## src/rtl/switch_scan_scheduler.sv

```systemverilog
// Time-shared switch debouncer: one prescaler and one evaluation datapath
// visit every switch round-robin once per sample tick.
module switch_scan_scheduler #(
    parameter int NUM_SW       = 4,
    parameter int TICK_DIV     = 25000,
    parameter int STABLE_TICKS = 10
) (
    input  logic              CLK,
    input  logic              RST,
    input  logic [NUM_SW-1:0] i_Switch,
    output logic [NUM_SW-1:0] o_Switch,
    output logic [NUM_SW-1:0] o_Press,
    output logic [NUM_SW-1:0] o_Release,
    output logic [NUM_SW-1:0] o_LED,
    output logic [3:0]        o_Scan_Idx
);
    localparam int IW = (NUM_SW > 1) ? $clog2(NUM_SW) : 1;
    localparam int CW = $clog2(STABLE_TICKS + 1);
    localparam int PW = (TICK_DIV > 1) ? $clog2(TICK_DIV) : 1;

    typedef enum logic {IDLE, SCAN} state_t;

    state_t            state;
    logic [NUM_SW-1:0] sync_a, sync_b;
    logic [PW-1:0]     presc;
    logic              tick;
    logic [IW-1:0]     idx;
    logic [CW-1:0]     cnt [NUM_SW];
    logic              busy;
    logic              cur_raw;
    logic              cur_sw;
    logic [CW:0]       cnt_nxt;

    assign busy       = (state == SCAN);
    assign cur_raw    = sync_b[idx];
    assign cur_sw     = o_Switch[idx];
    assign cnt_nxt    = {1'b0, cnt[idx]} + 1'b1;
    assign o_Scan_Idx = 4'(idx);

    always_ff @(posedge CLK) begin
        if (RST) begin
            state     <= IDLE;
            sync_a    <= '0;
            sync_b    <= '0;
            presc     <= '0;
            tick      <= 1'b0;
            idx       <= '0;
            o_Switch  <= '0;
            o_Press   <= '0;
            o_Release <= '0;
            o_LED     <= '0;
            for (int k = 0; k < NUM_SW; k++) cnt[k] <= '0;
        end else begin
            sync_a    <= i_Switch;
            sync_b    <= sync_a;
            presc     <= (presc == PW'(TICK_DIV - 1)) ? '0 : presc + 1'b1;
            tick      <= (presc == PW'(TICK_DIV - 1));
            o_Press   <= '0;
            o_Release <= '0;

            if (!busy) begin
                if (tick) begin
                    state <= SCAN;
                    idx   <= '0;
                end
            end else begin
                // A sample agreeing with the stable state restarts the window.
                if (cur_raw == cur_sw) begin
                    cnt[idx] <= '0;
                end else if (cnt_nxt < (CW+1)'(STABLE_TICKS)) begin
                    cnt[idx] <= cnt_nxt[CW-1:0];
                end else begin
                    cnt[idx]      <= '0;
                    o_Switch[idx] <= cur_raw;
                    if (cur_raw) begin
                        o_Press[idx] <= 1'b1;
                        o_LED[idx]   <= ~o_LED[idx];
                    end else begin
                        o_Release[idx] <= 1'b1;
                    end
                end

                if (idx == IW'(NUM_SW - 1)) begin
                    state <= IDLE;
                    idx   <= '0;
                end else begin
                    idx <= idx + 1'b1;
                end
            end
        end
    end
endmodule

```

## config.mk

```make
export PLATFORM = sky130hd
export DESIGN_NAME = switch_scan_scheduler
export DESIGN_NICKNAME = d
export VERILOG_FILES = /design/src/rtl/switch_scan_scheduler.sv
export SDC_FILE = /design/constraint.sdc
export NUM_CORES = 1
export LEC_CHECK = 0
export CAP_MARGIN = 20
export CORE_AREA = 4 4 92 129
export DETAILED_ROUTE_END_ITERATION = 10
export DIE_AREA = 0 0 96 133
export HOLD_SLACK_MARGIN = 0.05
export PLACE_DENSITY = 0.44
export REMOVE_ABC_BUFFERS = 1
export SYNTH_ARGS = -nofsm -noshare
export SYNTH_HDL_FRONTEND = slang
export SYNTH_SLANG_ARGS = --single-unit
export TNS_END_PERCENT = 100
```

## constraint.sdc

```tcl
create_clock -name CLK -period 3.2 [get_ports CLK]
set_input_delay 0.32 -clock CLK [delete_from_list [all_inputs] [get_ports CLK]]
set_output_delay 0.32 -clock CLK [all_outputs]
set_load 0.005 [all_outputs]
```

* Yosys cells after proc, flatten, opt, wreduce, memory -nomap -nowiden
Memories as Yosys holds them, arrays and structs flattened. A register that Yosys moved wholly into a read port is not among the register bits. Cells that the tools add are included.
Word-level totals: register bits 43, bits in writable memories 16, output and inout port bits 20, logic and storage cells 74, memories 1
Operators by class: $add $sub $neg 3, order comparisons 3, equal/unequal tests 3, mux-type cells 39, bitwise logic cells 7, reductions and logical operators 8
Memory list:
- cnt | words 4, bits a word 4, rd ports 1, clocked after memory_dff 1, write ports 4, line 28 | logic [CW-1:0] cnt [NUM_SW];
Operators with widths (number):
- 1-bit 2-to-1 mux | 24
- 15-bit by 1-bit adder with 15-bit output, second input constant | 1
- 15-bit equality test, second input constant | 1
- 2-bit 2-to-1 mux | 6
- 4-bit 2-to-1 mux | 3
- 5-bit OR reduction | 2
- 4-bit bitwise mux | 2
- 1-bit binary-select mux with 2-bit select | 3
- 4-bit by 1-bit adder with 5-bit output, second input constant | 1
- 5-bit by 4-bit less-than comparator with 1-bit output, second input constant | 1
- 1-bit inverter | 5
- 4-bit AND reduction | 1
- 4-bit OR reduction | 1
- 2-bit by 3-bit less-than comparator with 1-bit output, second input constant | 1
- 3-bit AND reduction | 1
- 2-bit by 1-bit adder with 2-bit output, second input constant | 1
- 1-bit demux with 2-bit select | 1
- 2-bit equality test, second input constant | 1
- 2-bit by 1-bit greater-or-equal comparator with 1-bit output, second input constant | 1
- 1-bit bitwise OR | 2
- 2-bit nonzero test | 1
- 2-bit OR reduction | 1
- 1-bit equality test | 1
- 1-bit logical AND | 1

* Depth between registers and ports, before layout
Gate-level depths: netlist of run 1.
depth in word-level cells 11, depth in mapped cells 10

* Worst setup path after synthesis of run 1
No wires, ideal clock.
path type reg-to-reg, start point reg idx[0], end point mem cnt[2][1] (netlist name), data pin, library setup time 0.160 ns, arrival time 2.562 ns, required time 3.040 ns, setup slack 0.478 ns, cell stages (with the launch flop) 11, cell sequence dfxtp_1 clkbuf_1 mux4_2 inv_1 ha_1 nor2b_1 clkbuf_1 and2_1 clkbuf_1 nand3_1 nor3b_1
RTL lines:
- start, declared | line 27 | logic [IW-1:0] idx;
- start signal, assigned | line 87 | idx <= idx + 1'b1;
- end, declared | line 28

==> results of run 1 <==
logic make-up (layout without fill, tap and decap cells):
family                     after synthesis  after routing  synth area share (%)
AOI/OAI and AO/OA                       27             27                  6.70
xor gates and xnor gates                14             14                  4.66
adders and majority gates                7              7                  3.33
buffers and inverters                   22             50                  3.52
DFF                                     61             61                  52.4
muxes                                    8              8                  6.37
other                                    1              2                 0.142
and+or+nand+nor                        122            122                  22.9
worst max-delay path by stage:
stage / start / endpoint / slack (ps) / cells after the start
finish: idx[1]$_SDFFE_PP0N_ / cnt[2][1]$_SDFFCE_PN0P_ / 380 / 7
global route: idx[1]$_SDFFE_PP0N_ / cnt[2][1]$_SDFFCE_PN0P_ / 130 / 7
CTS: idx[1]$_SDFFE_PP0N_ / cnt[2][1]$_SDFFCE_PN0P_ / 380 / 7
detailed placement: idx[1]$_SDFFE_PP0N_ / cnt[2][1]$_SDFFCE_PN0P_ / 390 / 7
global placement: idx[1]$_SDFFE_PP0N_ / cnt[2][1]$_SDFFCE_PN0P_ / 430 / 7
floorplan: register / cnt[0][1]$_SDFFCE_PN0P_ / 460 / 6
metrics by stage:
step	worst slack (ps)	instance area [µm²]
2_1_floorplan	457	2570
3_3_place_gp	426	3010
3_5_place_dp	388	3010
4_1_cts	376	3300
5_1_grt	128	3300
6_report	379	3300
sequential cells by signal (all words and copies together), names as in the netlist, named ones only:
| signal | cells |
|---|---|
| o_Release | 4 |
| tick | 1 |
| busy | 1 |
| cnt | 16 |
| o_Switch | 4 |
| idx | 2 |
| sync_a | 4 |
| o_LED | 4 |
| o_Press | 4 |
| sync_b | 4 |
| presc | 15 |
worst max-delay path: cells and delay by family (launching register included):
family,cells,cell delay (ps)
AND/OR/NAND/NOR,4,1220
flip-flops,1,580
multiplexers,1,510
adder cells (fa/ha/maj),1,220
buffers and inverters,1,100
cell usage after synthesis (all sizes together), types with 3 or more instances:
master	count	area share [%]
a21oi	6	1.1
nor2	47	6.7
nor2b	10	2.4
nor3	8	1.9
xor2	9	3.0
nand2	21	3.0
and4	4	1.4
o21ai	3	0.57
xnor2	5	1.7
mux4	7	6.0
dfxtp	45	34
clkbuf	10	1.4
a31oi	3	0.71
a211oi	4	1.1
edfxtp	16	18
buf	4	0.95
and3	7	1.7
ha	7	3.3
o31ai	5	1.4
or2	3	0.71
inv	8	1.1
nand3	11	2.1
layer usage:
metal | vias to the layer above | share of wire [%] | track usage (%)
li1 | 953 | - | -
met2 | 43 | 51 | 16.4
met1 | 904 | 42 | 11.2
met3 | 15 | 3.7 | 3.13
met5 | - | 0 | 0
met4 | 0 | 2.9 | 5.14
power by group through the flow:
stage / Sequential (mW) / Combinational [mW] / Clock (mW)
3_5_place_dp: 0.829 / 0.0633 / 0
6_report: 0.813 / 0.0623 / 0.940
3_3_place_gp: 0.828 / 0.0620 / 0
4_1_cts: 0.813 / 0.0631 / 0.970
5_1_grt: 0.814 / 0.0695 / 1.00
2_1_floorplan: 0.826 / 0.0366 / 0
layout make-up:
class / count / area share [%]
Clock buffer: 11 / 7.35
Clock inverter: 4 / 1.48
Inverter: 8 / 0.909
Multi-Input combinational cell: 180 / 35.2
Sequential cell: 61 / 41.8
Tap cell: 141 / 5.34
Timing Repair Buffer: 27 / 7.88
cell usage in the layout, fill, tap and decap left out, types with 3 or more instances in the layout:
cell type	count
a211oi_1	4
a21oi_1	6
a31oi_1	3
and3_1	7
and4_1	3
buf_4	4
clkbuf_16	9
clkdlybuf4s50_1	23
dfxtp_1	45
edfxtp_1	16
ha_1	7
inv_1	8
mux4_2	7
nand2_1	21
nand3_1	11
nor2_1	47
nor2b_1	10
nor3_1	6
o31ai_1	5
xnor2_1	5
xor2_1	9
==> run metrics, run 1 <==
R2R Path End cnt[2][1]$_SDFFCE_PN0P_; sequential fraction of the synthesis area 52.4%; Total Power 1.82 mW; Worst-path clk slew 50 ps; routability cong. 0.757; internal power 1.45 mW; Min-Delay Endpoint sync_b[0]$_SDFF_PP0_; setup violators final 0; slowest cell on the critical path dfxtp_1; Synth Area per Inst 10.1 µm²; Final min period 2820 ps; LEAKAGE 1.14 nW; fraction of registers with async set/reset 0%; vias 1915; vias in the first global route 1953; Hold Slack 435 ps; Sw Pwr 0.368 mW; Setup crit end kind register; status complete, no violations; unrepaired setup endpoints after global routing no; Iter 0 DRT Violations 106; CP peak stage delay 580 ps; Final nets 300; Worst Path Arrival 2960 ps; switching share of power 20.3%; Mapped Cells 262; initial antenna violation count 0; Root Buffer clkbuf_16; pwr dens 550 mW/mm²; # DRC 0; Core Footprint 0.0108 mm²; WS Path Type reg2reg; fraction of layout cells with a size suffix above 1 10.7%; CP startpoint kind register; Clock Latency Late Sink 320 ps; CTS tree built; Max-Cap Viols 0; DR WL/cell 13.5 µm; H-tree lvl count 3; ANT cells 0; fill count 1107; R2R cell count 7; DRT Pass-1 Iters 4; GRT Util Overall 9.93%; Worst EP required 3340 ps; Peak VDD IR 0.239 mV; vias per cell 4.43; hold_sp sync_a[0]$_SDFF_PP0_; Seq pwr share 44.8%; Yosys warning count 0; Crit Reg-Reg Startpoint idx[1]$_SDFFE_PP0N_; total grt overflow 0; Ports 26; Die H 133 µm; final non-filler cell total 432; largest net degree at the start of global routing 27; crit-path cells mux4_2, inv_1, ha_1, nor2b_1, and2_1, nand3_1, nor3b_1; critical path fanouts, max 11; Die ar. 0.0128 mm²; Register Area 0.00138 mm²; Post-Route WL 5.84 mm; Slew @ Worst Pin 653 ps; Clock Sinks 61; Max Clk Rate 355 MHz; # port buffers 23; hold depth 1; row count 45; Clock Tree Buf Depth 2; Gate power share 3.4%; Worst slew margin 56.0%; Post-CTS Hold Buffers 0; CTS resizes 0; Clock Power Share 51.8%; cell area after synthesis 0.00263 mm²; Final period util 88.1%; global-route wire length before repair 9.60 mm; CTS Buf Count 9; area grow syn2layout 25.4%; final core occ 30.7%; placed cells 417; number of flops mapped to enable cells by yosys 16; final hold viol count 0; post-route ant nets 0; Most used DFF post-synth dfxtp_1; synth unique cells 41; clk_skew 10.4 ps; initial core utilization 24.5%; DP Wirelength 4.30 mm; Post-CTS Setup Bufs 0; max-slew violations 0; HP Class reg2reg; Die Wd 96 µm; flop2flop setup slack 380 ps; area of the multi-input gates 0.00116 mm²; final setup TNS 0 ps; Seq cells post-synth 61
Power figures use the tool's default switching activity.
==> run 2, diff against run 1 <==
--- a/config.mk
+++ b/config.mk
@@ -5,6 +5,7 @@
 export SDC_FILE = /design/constraint.sdc
 export NUM_CORES = 1
 export LEC_CHECK = 0
+export ABC_CLOCK_PERIOD_IN_PS = 3200
 export CAP_MARGIN = 20
 export CORE_AREA = 4 4 92 129
 export DETAILED_ROUTE_END_ITERATION = 10
==> results of run 2 <==
The final DEF is identical to that of run 1; final timing and power are the same.
==> run 3, diff against run 2 <==
--- a/config.mk
+++ b/config.mk
@@ -8,11 +8,13 @@
 export ABC_CLOCK_PERIOD_IN_PS = 3200
 export CAP_MARGIN = 20
 export CORE_AREA = 4 4 92 129
+export CTS_BUF_LIST = sky130_fd_sc_hd__clkbuf_4 sky130_fd_sc_hd__clkbuf_8 sky130_fd_sc_hd__clkbuf_16
 export DETAILED_ROUTE_END_ITERATION = 10
 export DIE_AREA = 0 0 96 133
 export HOLD_SLACK_MARGIN = 0.05
 export PLACE_DENSITY = 0.44
 export REMOVE_ABC_BUFFERS = 1
+export SKIP_LAST_GASP = 1
 export SYNTH_ARGS = -nofsm -noshare
 export SYNTH_HDL_FRONTEND = slang
 export SYNTH_SLANG_ARGS = --single-unit
==> run 3 against run 2 <==
  * Via count rose by 0.26%
  * Critical path depth unchanged
  * Clock skew grew 1.3 ps
  * Highest routed layer unchanged
==> run metrics, run 3 (synthesized netlist as in run 1, its figures left out) <==
Final nets 300 (unchanged); Post-CTS Hold Buffers 0 (unchanged); Clock Tree Buf Depth 2 (unchanged); row count 45 (unchanged); final core occ 30.8% (was 30.7%); Final Cell Area 0.00331 mm² (was 0.00330 mm²); total grt overflow 0 (unchanged); final hold viol count 0 (unchanged); Slew @ Worst Pin 663 ps (was 653 ps); Total Power 1.83 mW (was 1.82 mW); LEAKAGE 1.14 nW (about the same); Setup crit end kind register (unchanged); vias 1920 (was 1915); ANT cells 0 (unchanged); initial antenna violation count 0 (unchanged); post-route setup slack 375 ps (was 379 ps); # DRC 0 (unchanged); largest net degree at the start of global routing 27 (unchanged); post-route ant nets 0 (unchanged); unrepaired setup endpoints after global routing no (unchanged); most common cell after layout, fill and taps aside nor2_1 (unchanged); area grow syn2layout 25.6% (was 25.4%); vias per cell 4.44 (was 4.43); clk_skew 11.7 ps (was 10.4 ps); Final min period 2830 ps (was 2820 ps); Final period util 88.3% (was 88.1%); Max Clk Rate 354 MHz (was 355 MHz); Die Wd 96 µm (unchanged); max FFs per register 16 (unchanged); pwr dens 552 mW/mm² (was 550 mW/mm²); Setup Slack @ Placement 388 ps (unchanged); Post-DP Area 0.00301 mm² (unchanged); Root Buffer clkbuf_16 (unchanged); Worst-path clk slew 50 ps (about the same); final setup TNS 0 ps (unchanged); WS Path Type reg2reg (unchanged); GRT Util Overall 9.92% (was 9.93%); status complete, no violations (unchanged); Worst EP required 3340 ps (about the same); Iter 0 DRT Violations 102 (was 106); internal power 1.46 mW (was 1.45 mW); DRT Pass-1 Iters 4 (unchanged); Die H 133 µm (unchanged); CP startpoint kind register (unchanged); fill count 1108 (was 1107); Core Footprint 0.0108 mm² (unchanged); # port buffers 23 (unchanged); Gate power share 3.4% (about the same); Biggest register cnt (unchanged); R2R cell count 7 (unchanged); crit-path cells mux4_2, inv_1, ha_1, nor2b_1, and2_1, nand3_1, nor3b_1 (unchanged); hold depth 1 (unchanged); CTS tree built (unchanged); Crit Reg-Reg Startpoint idx[1]$_SDFFE_PP0N_ (unchanged); H-tree lvl count 3 (unchanged); switching share of power 20.3% (about the same); Ports 26 (unchanged); Worst slew margin 55.3% (was 56.0%); routability cong. 0.757 (unchanged); Max-Cap Viols 0 (unchanged); Post-CTS Setup Bufs 0 (unchanged); Peak VDD IR 0.239 mV (about the same); area of the multi-input gates 0.00116 mm² (unchanged); CP peak stage delay 580 ps (about the same); global-route wire length before repair 9.58 mm (was 9.60 mm); Post-Route WL 5.84 mm (about the same); hold_sp sync_a[0]$_SDFF_PP0_ (unchanged); slowest cell on the critical path dfxtp_1 (unchanged); HP Class reg2reg (unchanged); Clock Power Share 52.1% (was 51.8%); Sw Pwr 0.371 mW (was 0.368 mW); Register Area 0.00138 mm² (unchanged); DR WL/cell 13.5 µm (about the same); final non-filler cell total 432 (unchanged); Clock Sinks 61 (unchanged); vias in the first global route 1956 (was 1953); max-slew violations 0 (unchanged); Largest regs cnt x16, presc x15 (unchanged); Seq pwr share 44.5% (was 44.8%); DP Wirelength 4.30 mm (unchanged); Worst Path Arrival 2960 ps (about the same); setup violators final 0 (unchanged); Die ar. 0.0128 mm² (unchanged); placed cells 417 (unchanged); CTS resizes 0 (unchanged); initial core utilization 24.5% (unchanged); critical path fanouts, max 11 (unchanged); fraction of layout cells with a size suffix above 1 11.0% (was 10.7%); Hold Slack 435 ps (about the same); commonest non-fill, non-tap cells in the layout nor2_1 (47), dfxtp_1 (45), clkdlybuf4s50_1 (23) (unchanged); crit path launch idx[1]$_SDFFE_PP0N_ (unchanged); Clock Latency Late Sink 330 ps (was 320 ps); CTS Buf Count 9 (unchanged)
run 3: cell count changes in the layout (fill, tap and decap cells not counted):
| cell | before | now |
|---|---|---|
| clkbuf_4 | 0 | 1 |
| clkbuf_1 | 1 | 0 |
run 3: power by group through the flow:
stage	clock, mW	sequential, mW	combinational [mW]
after floorplan	0	0.826	0.0366
after global placement	0	0.828	0.0620
after detailed placement	0	0.829	0.0633
after CTS	0.978	0.813	0.0631
after global routing	1.01	0.814	0.0695
final	0.951	0.813	0.0624
run 3: per-layer routing:
metal / share of wire (%) / GRT usage, % / vias up
li1: - / - / 953
met1: 43 / 11.2 / 921
met2: 52 / 16.4 / 33
met3: 3.3 / 3.13 / 13
met4: 1.8 / 5.14 / 0
met5: 0 / 0 / -
run 3: path summary, 6_finish.rpt:
path                                                end  slack (ps)
worst min register to register     sync_b[0]$_SDFF_PP0_         430
worst min-delay path               sync_b[0]$_SDFF_PP0_         430
worst max-delay path            cnt[2][1]$_SDFFCE_PN0P_         370
worst max register to register  cnt[2][1]$_SDFFCE_PN0P_         370
run 3: critical path: cells and delay by family, from the launching register on:
kind	cells	cell delay, ps
mux	1	510
flops	1	580
simple gates	4	1230
buf+inv	1	100
fa+ha+maj	1	220
run 3: area by class of cell:
cell class	count	area share, %
Tap cell	141	5.33
Clock inverter	4	1.48
Sequential cell	61	41.8
Multi-Input combinational cell	180	35.2
Timing Repair Buffer	27	7.87
Clock buffer	11	7.45
Inverter	8	0.908
